File: src/rtl/divisor_frecuencia_prog.sv
// divisor_frecuencia_prog: runtime-programmable clock divider.
// Divides clk_Entrada by a divisor loaded at run time, with pulse or square
// output, a count enable, and divisor changes that take effect only at
// period boundaries so the output never glitches.
// Optional build macro: DIV_ONESHOT_EN adds the 'unico' input. When 'unico'
// is high at a wrap, the block emits that tick and then freezes until the
// next load or reset.
module divisor_frecuencia_prog #(
    parameter int unsigned WIDTH       = 26,
    parameter int unsigned DIV_DEFAULT = 50_000_000
) (
    input  logic             clk_Entrada,
    input  logic             rst,
    input  logic             en,
    input  logic             carga,
    input  logic [WIDTH-1:0] div_valor,
    input  logic             modo,
`ifdef DIV_ONESHOT_EN
    input  logic             unico,
`endif
    output logic             clk_Salida,
    output logic             tick,
    output logic             carga_ack,
    output logic [WIDTH-1:0] cuenta
);

    localparam logic [WIDTH-1:0] DIV_INIT = WIDTH'(DIV_DEFAULT);
    localparam logic [WIDTH-1:0] ONE      = WIDTH'(1);
    localparam logic [WIDTH-1:0] TWO      = WIDTH'(2);

    // Divisors below 2 cannot make a meaningful period, so they become 2.
    function automatic logic [WIDTH-1:0] clampDiv(input logic [WIDTH-1:0] v);
        return (v < TWO) ? TWO : v;
    endfunction

    logic [WIDTH-1:0] r_contador;
    logic [WIDTH-1:0] r_dAct;
    logic [WIDTH-1:0] r_pendValor;
    logic             r_pendFlag;
    logic             r_modoAct;
    logic             r_clkSalida;
    logic             r_tick;
    logic             r_cargaAck;
`ifdef DIV_ONESHOT_EN
    logic             r_frozen;
`endif

    logic [WIDTH-1:0] w_divClamp;
    logic             w_wrap;
    logic             w_halfMark;

    // Decode the last count of the period and the square-wave falling point.
    always_comb begin
        w_divClamp = clampDiv(div_valor);
        w_wrap     = (r_contador == (r_dAct - ONE));
        w_halfMark = (r_contador == ((r_dAct >> 1) - ONE));
    end

    // Counter, active divisor, pending load and registered outputs.
    always_ff @(posedge clk_Entrada) begin
        if (rst) begin
            r_contador  <= '0;
            r_dAct      <= DIV_INIT;
            r_pendValor <= DIV_INIT;
            r_pendFlag  <= 1'b0;
            r_modoAct   <= 1'b0;
            r_clkSalida <= 1'b0;
            r_tick      <= 1'b0;
            r_cargaAck  <= 1'b0;
`ifdef DIV_ONESHOT_EN
            r_frozen    <= 1'b0;
`endif
        end
`ifdef DIV_ONESHOT_EN
        else if (r_frozen) begin
            r_tick      <= 1'b0;
            r_contador  <= '0;
            r_clkSalida <= 1'b0;
            r_cargaAck  <= 1'b0;
            if (carga) begin
                r_dAct     <= w_divClamp;
                r_modoAct  <= modo;
                r_pendFlag <= 1'b0;
                r_cargaAck <= 1'b1;
                r_frozen   <= 1'b0;
            end
        end
`endif
        else if (!en) begin
            r_tick     <= 1'b0;
            r_cargaAck <= 1'b0;
            if (carga) begin
                r_dAct      <= w_divClamp;
                r_contador  <= '0;
                r_clkSalida <= 1'b0;
                r_modoAct   <= modo;
                r_pendFlag  <= 1'b0;
                r_cargaAck  <= 1'b1;
            end
        end
        else if (w_wrap) begin
            r_contador  <= '0;
            r_tick      <= 1'b1;
            r_clkSalida <= 1'b1;
            r_modoAct   <= modo;
            if (carga) begin
                r_dAct     <= w_divClamp;
                r_pendFlag <= 1'b0;
                r_cargaAck <= 1'b1;
            end else if (r_pendFlag) begin
                r_dAct     <= r_pendValor;
                r_pendFlag <= 1'b0;
                r_cargaAck <= 1'b1;
            end else begin
                r_cargaAck <= 1'b0;
            end
`ifdef DIV_ONESHOT_EN
            if (unico) begin
                r_frozen <= 1'b1;
            end
`endif
        end
        else begin
            r_contador <= r_contador + ONE;
            r_tick     <= 1'b0;
            r_cargaAck <= 1'b0;
            if (!r_modoAct) begin
                r_clkSalida <= 1'b0;
            end else if (w_halfMark) begin
                r_clkSalida <= 1'b0;
            end
            if (carga) begin
                r_pendValor <= w_divClamp;
                r_pendFlag  <= 1'b1;
            end
        end
    end

    // Drive the ports straight from their registers.
    always_comb begin
        clk_Salida = r_clkSalida;
        tick       = r_tick;
        carga_ack  = r_cargaAck;
        cuenta     = r_contador;
    end

endmodule

File: config.mk
export PLATFORM = sky130hd
export DESIGN_NAME = divisor_frecuencia_prog
export DESIGN_NICKNAME = d
export VERILOG_FILES = /design/src/rtl/divisor_frecuencia_prog.sv
export SDC_FILE = /design/constraint.sdc
export NUM_CORES = 1
export LEC_CHECK = 0
export CAP_MARGIN = 10
export CORE_MARGIN = 2
export CORE_UTILIZATION = 53
export CTS_CLUSTER_SIZE = 25
export DETAILED_ROUTE_END_ITERATION = 7
export PLACE_DENSITY = 0.76
export SETUP_SLACK_MARGIN = 0.1
export SLEW_MARGIN = 0
export SYNTH_ARGS = -nofsm -noshare
export SYNTH_HDL_FRONTEND = slang
export SYNTH_SLANG_ARGS = --single-unit
File: constraint.sdc
create_clock -name clk_Entrada -period 4.18 [get_ports clk_Entrada]
set_clock_uncertainty 0.1 [all_clocks]
set_input_delay 0.836 -clock clk_Entrada [delete_from_list [all_inputs] [get_ports clk_Entrada]]
set_output_delay 0.836 -clock clk_Entrada [all_outputs]
set_load 0.01 [all_outputs]
==> metrics.csv, run 1 <==
stage,metric,value,unit
status,status,"complete, no violations",
routing,initial DRC count,413,
sta,Final Hold Viols,0,
finish,Syn-to-layout area delta,15.1,%
power_and_ir_drop,Total Power,1.72,mW
synthesis,complex-gate fraction of the synthesized area,15.5,%
synthesis,post-synthesis instance area,5510,sq um
synthesis,Syn Nets,691,
cts,clk sink count,83,
worst_setup_path,"Cell Chain, Critical Path",inv_1 > ha_1 > nor4b_2 > buf_4 > nand2_1 > nor4_1 > buf_4 > or4_1 > or4_1 > o21ai_4 > nand3_2 > o221a_2,
sta,post-layout minimum cycle time,3.83,ns
synthesis,mux contribution to synthesized area,5.83,%
global_route,initial antenna violation count,0,
synthesis,post-synth cell types,72,
finish,layout cells sized above 1,10.6,%
placed_design,IO Port Bufs,59,
cts,Worst-path clk slew,0.08,ns
synthesis,syn_area_per_cell,8.39,sq um
global_route,vias in the first global route,4817,
worst_setup_path,Crit-path slowest cell,or4_1,
worst_setup_path,worst-path maximum fanout,13,
worst_setup_path,Crit. End Element,register,
global_route,global route total overflow,0,
floorplanning,die width,106,um
worst_setup_path,Setup crit start kind,register,
cts,clk_lat worst skew,0.37,ns
sta,Final Slew Violations,0,
finish,"commonest non-fill, non-tap cell in the layout",dfxtp_1,
synthesis,Most used DFF post-synth,dfxtp_1,
finish,filler cell count,929,
routing,DRT Pass-1 Iters,5,
sta,worst rel slew slack,43.1,%
floorplanning,# rows,37,
finish,layout net count,724,
power_and_ir_drop,maximum VDD drop,0.200,mV
synthesis,Mapped Cells,657,
sta,Final period util,91.6,%
floorplanning,Starting Density,53.9,%
worst_setup_path,Worst Path Required,4.34,ns
floorplanning,I/O pin cnt,60,
placed_design,post-DP HPWL,12.2,mm
synthesis,Post-synth EDFFs,0,
sta,worst-margin pin slew,0.851,ns
worst_setup_path,Crit Path Category,reg -> reg,
cts,clock tree buffer depth,2,
synthesis,"Seq/Total Area, Yosys",30.1,%
power_and_ir_drop,Pwr Density,271,nW/um^2
cts,clock root buffer,clkbuf_8,
cts,number of H-tree levels,3,
synthesis,Ys Warns,0,
sta,RSZ-0062 raised after global routing,no,
min_path,Hold Crit Class,reg -> reg,
job,Max Cap Violations,0,
sta,Setup TNS Final,0,ns
routing,DR vias/cell,6.13,
finish,Finished Cell Area,6350,sq um
global_route,largest net degree at the start of global routing,30,
finish,"commonest non-fill, non-tap cells in the layout","dfxtp_1, clkdlybuf4s50_1, nor2_1",
power_and_ir_drop,static leakage,2.42,nW
synthesis,xor/xnor cell area share of the yosys netlist,12.3,%
sta,endpoints failing setup,0,
placed_design,Placed Instance Area,6150,sq um
synthesis,Yosys reg bits,83,
sta,Max Freq,261,MHz
cts,CTS tree,done,
synthesis,asr flop ratio synth,0,%
routing,final wirelength,16.0,mm
floorplanning,Die Ht,106,um
worst_setup_path,largest stage delay on the critical path,0.60,ns
placed_design,GP Congestion,0.978,
worst_setup_path,WP data arrival,3.99,ns
cts,CTS buffer count,9,
floorplanning,DIE AREA,11200,sq um
routing,Post-DRT Antenna Nets,0,
routing,DRC,0,
global_route,GRT Overall Usage,29.2,%
finish,Antenna Cells,0,
routing,per-cell routed wire length,19.2,um
floorplanning,core area,10200,sq um
synthesis,adder-cell share of the synthesized area,0.681,%
global_route,global-route wire length before repair,25.5,mm
synthesis,Simple-Gate Fraction of Synth Area,29.3,%
routing,Vias,5096,
synthesis,largest family of logic cells by synthesized area,simple AND/OR/NAND/NOR gates,
worst paths after layout:
kind	startpoint	to	slack, ns	cells past startpoint
setup / recovery	r_dAct[2]$_SDFFE_PP0P_	r_dAct[7]$_SDFFE_PP1P_	0.35	12
hold reg to reg	r_pendValor[17]$_SDFFE_PP1P_	r_pendValor[17]$_SDFFE_PP1P_	0.38	2
hold / removal	r_pendValor[17]$_SDFFE_PP1P_	r_pendValor[17]$_SDFFE_PP1P_	0.38	2
setup reg to reg	r_dAct[2]$_SDFFE_PP0P_	r_dAct[7]$_SDFFE_PP1P_	0.35	12
layout make-up:
cell class                      count  area, sq um  share of cell area (%)
Clock buffer                       10          138                    2.17
Timing Repair Buffer               79          766                    12.1
Multi-Input combinational cell    505         3520                    55.5
Inverter                           12         45.0                   0.710
Tap cell                          136          170                    2.68
Sequential cell                    83         1660                    26.2
Clock inverter                      6         46.3                   0.729
sequential cells by signal, summed over array words and instances (netlist names):
signal       flops
cuenta          26
r_dAct          26
r_modoAct        1
r_pendFlag       1
carga_ack        1
tick             1
clk_Salida       1
r_pendValor     26
layer usage:
metal  GRT usage, %  wire length, um  up-vias
li1               -                -     2454
met1           39.3             7150     2418
met2           47.4             7490      190
met3           4.48              882       34
met4           10.9              468        0
met5              0                0        -
synth_stat cells, types with 6 or more instances:
library cell / number / area share [%]
dfxtp_1: 83 / 30
o221a_2: 12 / 2.5
buf_2: 16 / 1.5
a21o_1: 11 / 1.5
nand2b_1: 17 / 1.9
nand3_1: 23 / 2.1
or4_1: 6 / 0.82
nor3_1: 33 / 3.0
xor2_1: 36 / 5.7
inv_1: 12 / 0.82
a221o_1: 11 / 2.0
nor4_1: 19 / 2.2
xnor2_1: 39 / 6.2
buf_6: 6 / 1.2
and4_1: 6 / 0.95
clkbuf_1: 29 / 2.0
or3_1: 7 / 0.79
a21oi_1: 10 / 0.91
nand4_1: 11 / 1.2
and3_1: 10 / 1.1
nor3b_1: 10 / 1.4
o21ai_0: 24 / 2.2
nor2_1: 53 / 3.6
nand2_1: 47 / 3.2
mux2i_1: 31 / 5.6
and2_1: 12 / 1.4
report_power, final:
group / total [mW] / leakage (nW) / switching (mW) / internal (mW)
Clock: 0.571 / 0.0893 / 0.335 / 0.237
Sequential: 0.862 / 0.677 / 0.0442 / 0.818
Combinational: 0.284 / 1.65 / 0.149 / 0.135
cell families after synthesis:
kind of cell,after synthesis
fa+ha+maj,3
buf+inv,69
flops,83
simple gates,282
mux,32
xor+xnor,76
compound gates,112
critical path: cells and delay by family (launching register included):
kind / cells / cell delay (ns)
fa+ha+maj: 1 / 0.26
compound gates: 2 / 0.63
simple gates: 6 / 1.83
flops: 1 / 0.46
buf+inv: 3 / 0.43
through the flow:
stage	util [%]	std cells	setup slack (ns)	hold slack (ns)
2_1_floorplan	-	657	0.815	0.331
3_3_place_gp	60.1	815	0.282	0.346
3_5_place_dp	60.1	815	0.276	0.353
4_1_cts	61.9	831	0.253	0.376
5_1_grt	62.0	831	0.146	0.400
6_report	62.0	831	0.352	0.378
timing repair:
item / CTS / global route
endpoints found under the hold margin: 0 / 0
buffers inserted: 0 / 0
setup endpoints to repair: 0 / 15
gates resized for setup: 0 / 2
hold buffers: 0 / 0
No activity file was read; power rests on OpenSTA's default activity.
==> run 2: changes to the inputs <==
--- a/config.mk
+++ b/config.mk
@@ -6,12 +6,10 @@
 export NUM_CORES = 1
 export LEC_CHECK = 0
 export CAP_MARGIN = 10
-export CORE_MARGIN = 2
 export CORE_UTILIZATION = 53
 export CTS_CLUSTER_SIZE = 25
 export DETAILED_ROUTE_END_ITERATION = 7
 export PLACE_DENSITY = 0.76
-export SETUP_SLACK_MARGIN = 0.1
 export SLEW_MARGIN = 0
 export SYNTH_ARGS = -nofsm -noshare
 export SYNTH_HDL_FRONTEND = slang
==> metrics.csv, run 2 (synthesis gave the netlist of run 1 again) <==
stage,metric,value,unit,change
cts,clock root buffer,clkbuf_8,,
floorplanning,core area,9910,sq um,-3.1%
routing,DRC,0,,unchanged
floorplanning,Die Ht,104,um,-1.9%
sta,worst rel slew slack,52.1,%,+9.0 points
placed_design,GP Congestion,0.927,,-5.2%
routing,initial DRC count,263,,-36%
floorplanning,I/O pin cnt,60,,unchanged
worst_setup_path,Setup crit start kind,register,,
min_path,Hold Crit Class,reg -> reg,,
power_and_ir_drop,Pwr Density,274,nW/um^2,+1.4%
power_and_ir_drop,static leakage,2.41,nW,-0.15%
worst_setup_path,RR Startpoint,r_dAct[2]$_SDFFE_PP0P_,,
global_route,vias in the first global route,4975,,+3.3%
sta,RSZ-0062 raised after global routing,no,,
status,status,"complete, no violations",,
cts,clk_lat worst skew,0.38,ns,about the same
cts,cts repair resizes,0,,unchanged
cts,Worst-path clk slew,0.08,ns,about the same
power_and_ir_drop,maximum VDD drop,0.268,mV,+34%
global_route,global route total overflow,0,,unchanged
min_path,hold depth,2,,unchanged
finish,FF+latch area,1660,sq um,unchanged
routing,final wirelength,16.0,mm,-0.17%
placed_design,post-DP HPWL,12.1,mm,about the same
placed_design,IO Port Bufs,59,,unchanged
sta,Final Hold Viols,0,,unchanged
worst_setup_path,Critical R2R Capture,cuenta[17]$_SDFFE_PP0N_,,
finish,Antenna Cells,0,,unchanged
cts,clock tree buffer depth,2,,unchanged
floorplanning,Starting Density,55.6,%,+1.7 points
min_path,"Endpoint, Worst Hold",r_pendValor[17]$_SDFFE_PP1P_,,
sta,post-layout minimum cycle time,3.96,ns,+0.137 ns
finish,fin util,63.8,%,+1.8 points
routing,per-cell routed wire length,19.3,um,+0.56%
cts,CTS buffer count,9,,unchanged
worst_setup_path,Crit. End Element,register,,
min_path,hold_sp,r_pendValor[17]$_SDFFE_PP1P_,,
finish,filler cell count,891,,-4.1%
sta,Max Freq,252,MHz,-3.4%
finish,layout cells sized above 1,9.97,%,-0.68 points
cts,post-CTS setup buffers,0,,unchanged
sta,Final Slew Violations,0,,unchanged
global_route,GRT Overall Usage,30.6,%,+1.4 points
finish,Syn-to-layout area delta,14.7,%,
global_route,initial antenna violation count,0,,unchanged
cts,number of H-tree levels,3,,unchanged
cts,clk sink count,83,,unchanged
worst_setup_path,worst-path maximum fanout,7,,-6
floorplanning,# rows,36,,-2.7%
routing,Post-DRT Antenna Nets,0,,unchanged
finish,layout net count,722,,-0.28%
floorplanning,DIE AREA,10800,sq um,-3.7%
sta,Final period util,94.9,%,+3.3 points
worst_setup_path,Crit Path Category,reg -> reg,,
worst_setup_path,WP data arrival,4.14,ns,+0.15 ns
cts,CTS tree,done,,
worst_setup_path,Reg2Reg Depth,10,,-2
sta,Setup TNS Final,0,ns,unchanged
worst_setup_path,R2R Setup Slk,0.22,ns,-0.14 ns
sta,endpoints failing setup,0,,unchanged
routing,DR vias/cell,6.11,,-0.32%
routing,Vias,5043,,-1.0%
floorplanning,die width,104,um,-1.9%
finish,"commonest non-fill, non-tap cells in the layout","dfxtp_1, clkdlybuf4s50_1, nor2_1",,
worst_setup_path,Worst Path Required,4.35,ns,about the same
global_route,largest net degree at the start of global routing,30,,unchanged
global_route,global-route wire length before repair,26.0,mm,+1.9%
routing,DRT Pass-1 Iters,4,,-1
job,Max Cap Violations,0,,unchanged
finish,"commonest non-fill, non-tap cell in the layout",dfxtp_1,,
finish,multi-input logic area,3510,sq um,-0.32%
sta,worst-margin pin slew,0.716,ns,-0.135 ns
cts,hold-fix buffers at CTS,0,,unchanged
[run 2: per-layer routing]
metal  part of all wire (%)  global-route usage [%]
met5                      0                       0
met3                    6.3                    7.14
met2                     47                    50.7
met1                     44                    39.1
met4                    2.4                    9.80
[run 2: worst max-delay path by stage]
stage | start | endpoint | slack [ns] | cells after the start
after global routing | r_dAct[1]$_SDFFE_PP0P_ | cuenta[17]$_SDFFE_PP0N_ | 0.03 | 10
after floorplan | r_dAct[2]$_SDFFE_PP0P_ | r_dAct[14]$_SDFFE_PP1P_ | 0.81 | 11
after global placement | r_dAct[2]$_SDFFE_PP0P_ | cuenta[17]$_SDFFE_PP0N_ | 0.25 | 10
after CTS | r_dAct[2]$_SDFFE_PP0P_ | cuenta[17]$_SDFFE_PP0N_ | 0.24 | 10
after detailed placement | r_dAct[2]$_SDFFE_PP0P_ | cuenta[17]$_SDFFE_PP0N_ | 0.26 | 10
final | r_dAct[2]$_SDFFE_PP0P_ | cuenta[17]$_SDFFE_PP0N_ | 0.22 | 10
[run 2: worst max-delay path: stages (launching register included)]
cell	delay, ns
dfxtp_1	0.38
inv_1	0.11
ha_1	0.25
or4b_2	0.67
nor3_1	0.21
xnor2_1	0.20
or4b_1	0.47
nor4b_1	0.40
nand3_1	0.47
and4_1	0.36
a211o_1	0.26
[run 2: cell type report]
cell class / instances / area share [%]
multi-input cells: 505 / 55.5
flip-flops and latches: 83 / 26.3
clock inverters: 6 / 1.03
well taps: 133 / 2.63
inverters: 12 / 0.713
repair buffers: 77 / 11.9
clock buffers: 9 / 1.96
[run 2: report_power, final]
group | leakage [nW] | switching (mW) | internal [mW]
Sequential | 0.677 | 0.0426 | 0.818
Clock | 0.0959 | 0.314 | 0.275
Combinational | 1.64 | 0.150 | 0.134
Total | 2.41 | 0.507 | 1.23
[run 2: per-stage QoR]
stage	power [mW]	setup WS, ns	hold slack (ns)	cells	cell area (sq um)
floorplan	1.06	0.815	0.331	657	5510
global placement	1.15	0.251	0.348	810	6130
detailed placement	1.16	0.260	0.353	810	6130
CTS	1.74	0.244	0.374	825	6320
global route	1.81	0.0344	0.417	825	6320
finish	1.73	0.215	0.371	825	6320
